==> src/rtl/read_bank_scheduler_if.sv <==
// Bus bundle between the read agents, the bank scheduler and the banked RAM.
// The scheduler uses the slave view; agents plus RAM together form the master view.
interface read_bank_scheduler_if #(
  parameter int NB_RDAGENT   = 2,
  parameter int ADDR_WIDTH   = 8,
  parameter int DATA_WIDTH   = 32,
  parameter int SELECT_WIDTH = 4
);

  logic [NB_RDAGENT-1:0]              s_rdvalid;
  logic [NB_RDAGENT-1:0]              s_rdready;
  logic [NB_RDAGENT*ADDR_WIDTH-1:0]   s_rdaddr;
  logic [NB_RDAGENT-1:0]              s_rddvalid;
  logic [NB_RDAGENT*DATA_WIDTH-1:0]   s_rddata;
  logic [NB_RDAGENT-1:0]              m_rden;
  logic [NB_RDAGENT*ADDR_WIDTH-1:0]   m_addr;
  logic [NB_RDAGENT*SELECT_WIDTH-1:0] bank_select;
  logic [NB_RDAGENT*DATA_WIDTH-1:0]   m_rddata;

  modport slave (
    input  s_rdvalid, s_rdaddr, m_rddata,
    output s_rdready, s_rddvalid, s_rddata, m_rden, m_addr, bank_select
  );

  modport master (
    output s_rdvalid, s_rdaddr, m_rddata,
    input  s_rdready, s_rddvalid, s_rddata, m_rden, m_addr, bank_select
  );

endinterface

==> src/rtl/read_bank_scheduler.sv <==
// Per-cycle read scheduler in front of a banked RAM.
// Grants at most one agent per bank each cycle with a rotating priority pointer,
// registers the issued read enables/addresses/bank indices, and routes the RAM
// return data back to the issuing agent after RD_LATENCY cycles.
// Optional feature macro: READ_STALL_CNT_EN enables the saturating stall counter;
// without it stall_cnt is tied to zero.
module read_bank_scheduler #(
  parameter int NB_RDAGENT   = 2,
  parameter int ADDR_WIDTH   = 8,
  parameter int DATA_WIDTH   = 32,
  parameter int SELECT_WIDTH = 4,
  parameter int SELECT_RANGE = 3,
  parameter int RD_LATENCY   = 1
) (
  input  logic                 aclk,
  input  logic                 srst,
  read_bank_scheduler_if.slave bus,
  output logic [15:0]          stall_cnt
);

  localparam int PTR_W = (NB_RDAGENT > 1) ? $clog2(NB_RDAGENT) : 1;

  logic [PTR_W-1:0]                   rr_ptr;
  logic [SELECT_RANGE-1:0]            bank [NB_RDAGENT];
  logic [NB_RDAGENT*SELECT_WIDTH-1:0] bank_sel_next;
  logic [NB_RDAGENT-1:0]              grant;
  logic [NB_RDAGENT-1:0]              transfer;
  logic                               collision;
  logic [NB_RDAGENT-1:0]              ret_pipe [RD_LATENCY];
  logic [NB_RDAGENT-1:0]              rddvalid;

  // Position of an agent in the current priority order; 0 is the agent at rr_ptr.
  function automatic int rank_of(input int idx, input int ptr);
    return (idx >= ptr) ? (idx - ptr) : (idx + NB_RDAGENT - ptr);
  endfunction

  // Extract each agent's bank index and its zero-extended bank_select field.
  always_comb begin
    bank_sel_next = '0;
    for (int i = 0; i < NB_RDAGENT; i++) begin
      bank[i] = bus.s_rdaddr[i*ADDR_WIDTH +: SELECT_RANGE];
      bank_sel_next[i*SELECT_WIDTH +: SELECT_WIDTH] = SELECT_WIDTH'(bank[i]);
    end
  end

  // A valid agent wins unless a higher-ranked valid agent targets the same bank.
  always_comb begin
    grant = '0;
    for (int i = 0; i < NB_RDAGENT; i++) begin
      if (!srst && bus.s_rdvalid[i]) begin
        grant[i] = 1'b1;
        for (int j = 0; j < NB_RDAGENT; j++) begin
          if ((j != i) && bus.s_rdvalid[j] && (bank[j] == bank[i]) &&
              (rank_of(j, int'(rr_ptr)) < rank_of(i, int'(rr_ptr)))) begin
            grant[i] = 1'b0;
          end
        end
      end
    end
  end

  assign bus.s_rdready = grant;
  assign transfer      = bus.s_rdvalid & grant;
  assign collision     = |(bus.s_rdvalid & ~grant);

  // Rotate priority after any cycle in which some valid agent was refused.
  always_ff @(posedge aclk) begin
    if (srst) begin
      rr_ptr <= '0;
    end else if (collision) begin
      rr_ptr <= (rr_ptr == PTR_W'(NB_RDAGENT - 1)) ? '0 : rr_ptr + 1'b1;
    end
  end

  // Issue register toward the RAM banks; address and bank track the request bus every cycle.
  always_ff @(posedge aclk) begin
    if (srst) begin
      bus.m_rden      <= '0;
      bus.m_addr      <= '0;
      bus.bank_select <= '0;
    end else begin
      bus.m_rden      <= transfer;
      bus.m_addr      <= bus.s_rdaddr;
      bus.bank_select <= bank_sel_next;
    end
  end

  // Return pipe tracking which agents have a read in flight at each latency stage.
  always_ff @(posedge aclk) begin
    if (srst) begin
      for (int k = 0; k < RD_LATENCY; k++) begin
        ret_pipe[k] <= '0;
      end
    end else begin
      ret_pipe[0] <= bus.m_rden;
      for (int k = 1; k < RD_LATENCY; k++) begin
        ret_pipe[k] <= ret_pipe[k-1];
      end
    end
  end

  assign rddvalid       = ret_pipe[RD_LATENCY-1];
  assign bus.s_rddvalid = rddvalid;

  // Pass RAM data straight to its agent, zeroed when no return is due.
  always_comb begin
    bus.s_rddata = '0;
    for (int i = 0; i < NB_RDAGENT; i++) begin
      if (rddvalid[i]) begin
        bus.s_rddata[i*DATA_WIDTH +: DATA_WIDTH] = bus.m_rddata[i*DATA_WIDTH +: DATA_WIDTH];
      end
    end
  end

`ifdef READ_STALL_CNT_EN
  // Count collision cycles, sticking at the maximum value.
  always_ff @(posedge aclk) begin
    if (srst) begin
      stall_cnt <= 16'h0000;
    end else if (collision && (stall_cnt != 16'hFFFF)) begin
      stall_cnt <= stall_cnt + 16'd1;
    end
  end
`else
  assign stall_cnt = 16'h0000;
`endif

endmodule

==> src/flat_wrapper.sv <==
// flat-port wrapper written by rule: the top's interface ports become plain ports
module read_bank_scheduler_flat 
#(
  parameter int NB_RDAGENT   = 2,
  parameter int ADDR_WIDTH   = 8,
  parameter int DATA_WIDTH   = 32,
  parameter int SELECT_WIDTH = 4,
  parameter int SELECT_RANGE = 3,
  parameter int RD_LATENCY   = 1
)
  (aclk, srst, stall_cnt, bus_s_rdvalid, bus_s_rdaddr, bus_m_rddata, bus_s_rdready, bus_s_rddvalid, bus_s_rddata, bus_m_rden, bus_m_addr, bus_bank_select);
  read_bank_scheduler_if #(.NB_RDAGENT(NB_RDAGENT), .ADDR_WIDTH(ADDR_WIDTH), .DATA_WIDTH(DATA_WIDTH), .SELECT_WIDTH(SELECT_WIDTH)) bus_i ();
  input  logic aclk;
  input  logic srst;
  output logic [15:0] stall_cnt;
  input wire logic [$bits(bus_i.s_rdvalid)-1:0] bus_s_rdvalid;
  input wire logic [$bits(bus_i.s_rdaddr)-1:0] bus_s_rdaddr;
  input wire logic [$bits(bus_i.m_rddata)-1:0] bus_m_rddata;
  output wire logic [$bits(bus_i.s_rdready)-1:0] bus_s_rdready;
  output wire logic [$bits(bus_i.s_rddvalid)-1:0] bus_s_rddvalid;
  output wire logic [$bits(bus_i.s_rddata)-1:0] bus_s_rddata;
  output wire logic [$bits(bus_i.m_rden)-1:0] bus_m_rden;
  output wire logic [$bits(bus_i.m_addr)-1:0] bus_m_addr;
  output wire logic [$bits(bus_i.bank_select)-1:0] bus_bank_select;
  assign bus_i.s_rdvalid = bus_s_rdvalid;
  assign bus_i.s_rdaddr = bus_s_rdaddr;
  assign bus_i.m_rddata = bus_m_rddata;
  assign bus_s_rdready = bus_i.s_rdready;
  assign bus_s_rddvalid = bus_i.s_rddvalid;
  assign bus_s_rddata = bus_i.s_rddata;
  assign bus_m_rden = bus_i.m_rden;
  assign bus_m_addr = bus_i.m_addr;
  assign bus_bank_select = bus_i.bank_select;
  read_bank_scheduler #(.NB_RDAGENT(NB_RDAGENT), .ADDR_WIDTH(ADDR_WIDTH), .DATA_WIDTH(DATA_WIDTH), .SELECT_WIDTH(SELECT_WIDTH), .SELECT_RANGE(SELECT_RANGE), .RD_LATENCY(RD_LATENCY)) u_core (.aclk(aclk), .srst(srst), .bus(bus_i), .stall_cnt(stall_cnt));
endmodule
==> config.mk <==
export PLATFORM = sky130hd
export DESIGN_NAME = read_bank_scheduler_flat
export DESIGN_NICKNAME = d
export VERILOG_FILES = /design/src/rtl/read_bank_scheduler_if.sv /design/src/rtl/read_bank_scheduler.sv /design/src/flat_wrapper.sv
export SDC_FILE = /design/constraint.sdc
export NUM_CORES = 1
export LEC_CHECK = 0
export ABC_CLOCK_PERIOD_IN_PS = 1800
export BUFFER_PORTS_ARGS = -buffer_cell sky130_fd_sc_hd__buf_4
export CAP_MARGIN = 5
export CORE_AREA = 2 2 74 76
export CTS_BUF_LIST = sky130_fd_sc_hd__clkbuf_4 sky130_fd_sc_hd__clkbuf_8
export CTS_CLUSTER_DIAMETER = 100
export DETAILED_ROUTE_END_ITERATION = 10
export DIE_AREA = 0 0 76 78
export PLACE_DENSITY = 0.7
export SLEW_MARGIN = 0
export SYNTH_ARGS = -nofsm -noshare
export SYNTH_HDL_FRONTEND = slang
export SYNTH_SLANG_ARGS = --single-unit
==> constraint.sdc <==
create_clock -name aclk -period 1.8 [get_ports aclk]
set_clock_uncertainty 0.05 [all_clocks]
set_input_delay 0.54 -clock aclk [delete_from_list [all_inputs] [get_ports aclk]]
set_output_delay 0.54 -clock aclk [all_outputs]
set_load 0.05 [all_outputs]
==> results.cfg <==
[yosys]
syn_area_per_cell_um2 = 8.29
ys_types = 14
ys_seq_area_share_pct = 33.4
synth_warnings = 0
syn-instance-count = 152
ys_seq_elements = 21
synth_area_um2 = 1260

[finish]
final_nets = 409
multi_input_area_um2 = 787
area_delta_synth_final_pct = 119
stdcell_count = 394
drive_above_1_share_pct = 61.1
final_core_util_pct = 54.7
antenna_cells = 0
seqCellArea_um2 = 428
nFillCells = 489

[global_route]
grt_max_degree = 34
grt_pass1_wl_um = 7000
grt.overflow.total = 0
antenna_found_initial = 0
track_usage_pct = 14.4
grt_pass1_vias = 1328

[placement]
hpwl_um = 4000
gp_congestion = 0.689
dp_cells = 389
port_buffers = 175

[setup_path]
cp_data_arrival_time_ns = 1.44
r2r_start = u_core.rr_ptr
cp-start-kind = input pin
path_class = in -> out
worstPathRequired_ns = 1.21
r2r_setup_slack_ns = 0.84
crit_fanout = 3
end_kind = output pin
crit_start = bus_s_rdaddr[10]

[floorplanning]
dieArea_um2 = 5930
start_util_pct = 25.0
coreArea_um2 = 5040
ios = 194
die_y_um = 78
row_count = 26
die_w_um = 76

[power]
vdd_drop_max_mv = 0.419
power_frac_seq_pct = 33.0
p_int_uw = 927
p_clk_share_pct = 20.7
combinationalPowerShare_pct = 46.3
netSwitchingFraction_pct = 39.6
p_leak_nw = 1.48
power_switching_uw = 608
power.density_nw_per_um2 = 557

[run_status]
violations = negative setup slack
status = finished with violations

[routing]
dr.pass1.iters = 4
via_count = 1480
wirelength_um = 4760
post-route-drc-count = 0
drtIter0Drc = 24
wire_per_inst_um = 12.1
routed_via_density = 3.76
ant_nets = 0

[timing]
slew_violations = 0
fmax_mhz = 492
hold_viol = 0
holdWs_ns = 0.406
fin_crit_sh_pct = 113
layout_min_cycle_time_ns = 2.03
rsz0062_at_grt = yes
setup_viol = 2
timing.final.ws_setup_ns = -0.234

[clocking]
clk_pin_slew_ns = 0.07
clock_sinks = 21
htreeDepth = 1
postCtsHoldBufs = 0
tritoncts = yes
numCtsBuffers = 3
clk_latency_ns = 0.25
cts-root-buf = clkbuf_8
ctsLongestPathBuffers = 2

[worst_hold_path]
hp-start = u_core.bus.m_rden[1]
hold_class = reg -> reg

[job]
drv_cap = 0
[metal layers]
metal | track usage, % | part of all wire, % | vias to the layer above
li1 | - | - | 759
met1 | 15.8 | 36 | 637
met2 | 27.7 | 57 | 80
met3 | 3.37 | 7.3 | 4
met4 | 3.82 | 0.57 | 0
met5 | 0 | 0 | -
[final timing paths]
check | end | depth (start not counted)
setup / recovery | bus_s_rdready[0] | 5
hold / removal | u_core.ret_pipe[0][1] | 1
setup reg to reg | u_core.rr_ptr | 3
hold reg to reg | u_core.ret_pipe[0][1] | 1
[power by group through the flow]
stage	Combinational [mW]	Clock [mW]	Sequential [mW]
6_report	0.711	0.318	0.507
5_1_grt	0.740	0.347	0.512
4_1_cts	0.714	0.334	0.508
3_5_place_dp	0.706	0	0.521
3_3_place_gp	0.700	0	0.519
2_1_floorplan	0.386	0	0.593
[placed cells by master, fill, tap and decap left out, drive strengths merged]
cell type  netlist  layout
buf             24     183
and2            64      64
dfxtp           21      21
nor2b           18      18
conb             1      18
clkbuf           8       4
a311oi           4       4
xor2             3       3
inv              3       3
nor2             2       2
nor3             1       1
nand2            1       1
nor4             1       1
mux2             1       1
[flip-flops by register name, summed over array words and instances, names as in the netlist]
register and cells:
u_core.bus.m_rden 2, u_core.ret_pipe 2, u_core.rr_ptr 1, u_core.bus.m_addr 16
[cell usage after synthesis]
cell       n  area [um2]
and2_1    64         400
buf_4     24         180
dfxtp_1   21         420
nor2b_1   18         113
clkbuf_1   8        30.0
a311oi_1   4        35.0
inv_1      3        11.3
xor2_1     3        26.3
nor2_1     2        7.51
conb_1     1        3.75
mux2_1     1        11.3
nand2_1    1        3.75
nor3_1     1        5.00
nor4_2     1        12.5
[critical path, stage by stage]
cell and delay (ns):
buf_8 0.11, xor2_4 0.18, nor3_4 0.29, a311oi_4 0.14, buf_6 0.18
[layout make-up]
type	instances	area share [%]
Timing Repair Buffer	183	50.6
Inverter	3	0.408
Tap cell	70	3.17
Clock buffer	4	1.77
Sequential cell	21	15.5
Multi-Input combinational cell	113	28.5
[timing repair]
action | CTS | global route
gates resized for setup | 8 | 0
buffers inserted | 1 | 0
endpoints found under the hold margin | 0 | 0
pin swaps | 4 | 0
endpoints found under the setup margin | 66 | 2
[stage by stage]
stage | TNS (ns) | power, mW | instance area [um2] | setup slack [ns]
detailed placement | -0.662 | 1.23 | 2680 | -0.331
finish | -0.461 | 1.54 | 2760 | -0.234
floorplan | -0.370 | 0.979 | 1430 | -0.185
CTS | -0.482 | 1.56 | 2760 | -0.245
global placement | -0.638 | 1.22 | 2680 | -0.319
global route | -0.551 | 1.60 | 2760 | -0.276
[cell families after synthesis]
family | after synthesis | share of synthesized area, %
flip-flops | 21 | 33.4
other | 1 | 0.298
AND/OR/NAND/NOR | 87 | 43.0
AO/OA/AOI/OAI | 4 | 2.78
buffers and inverters | 35 | 17.6
XOR/XNOR | 3 | 2.09
multiplexers | 1 | 0.894
Power figures use the tool's default switching activity.
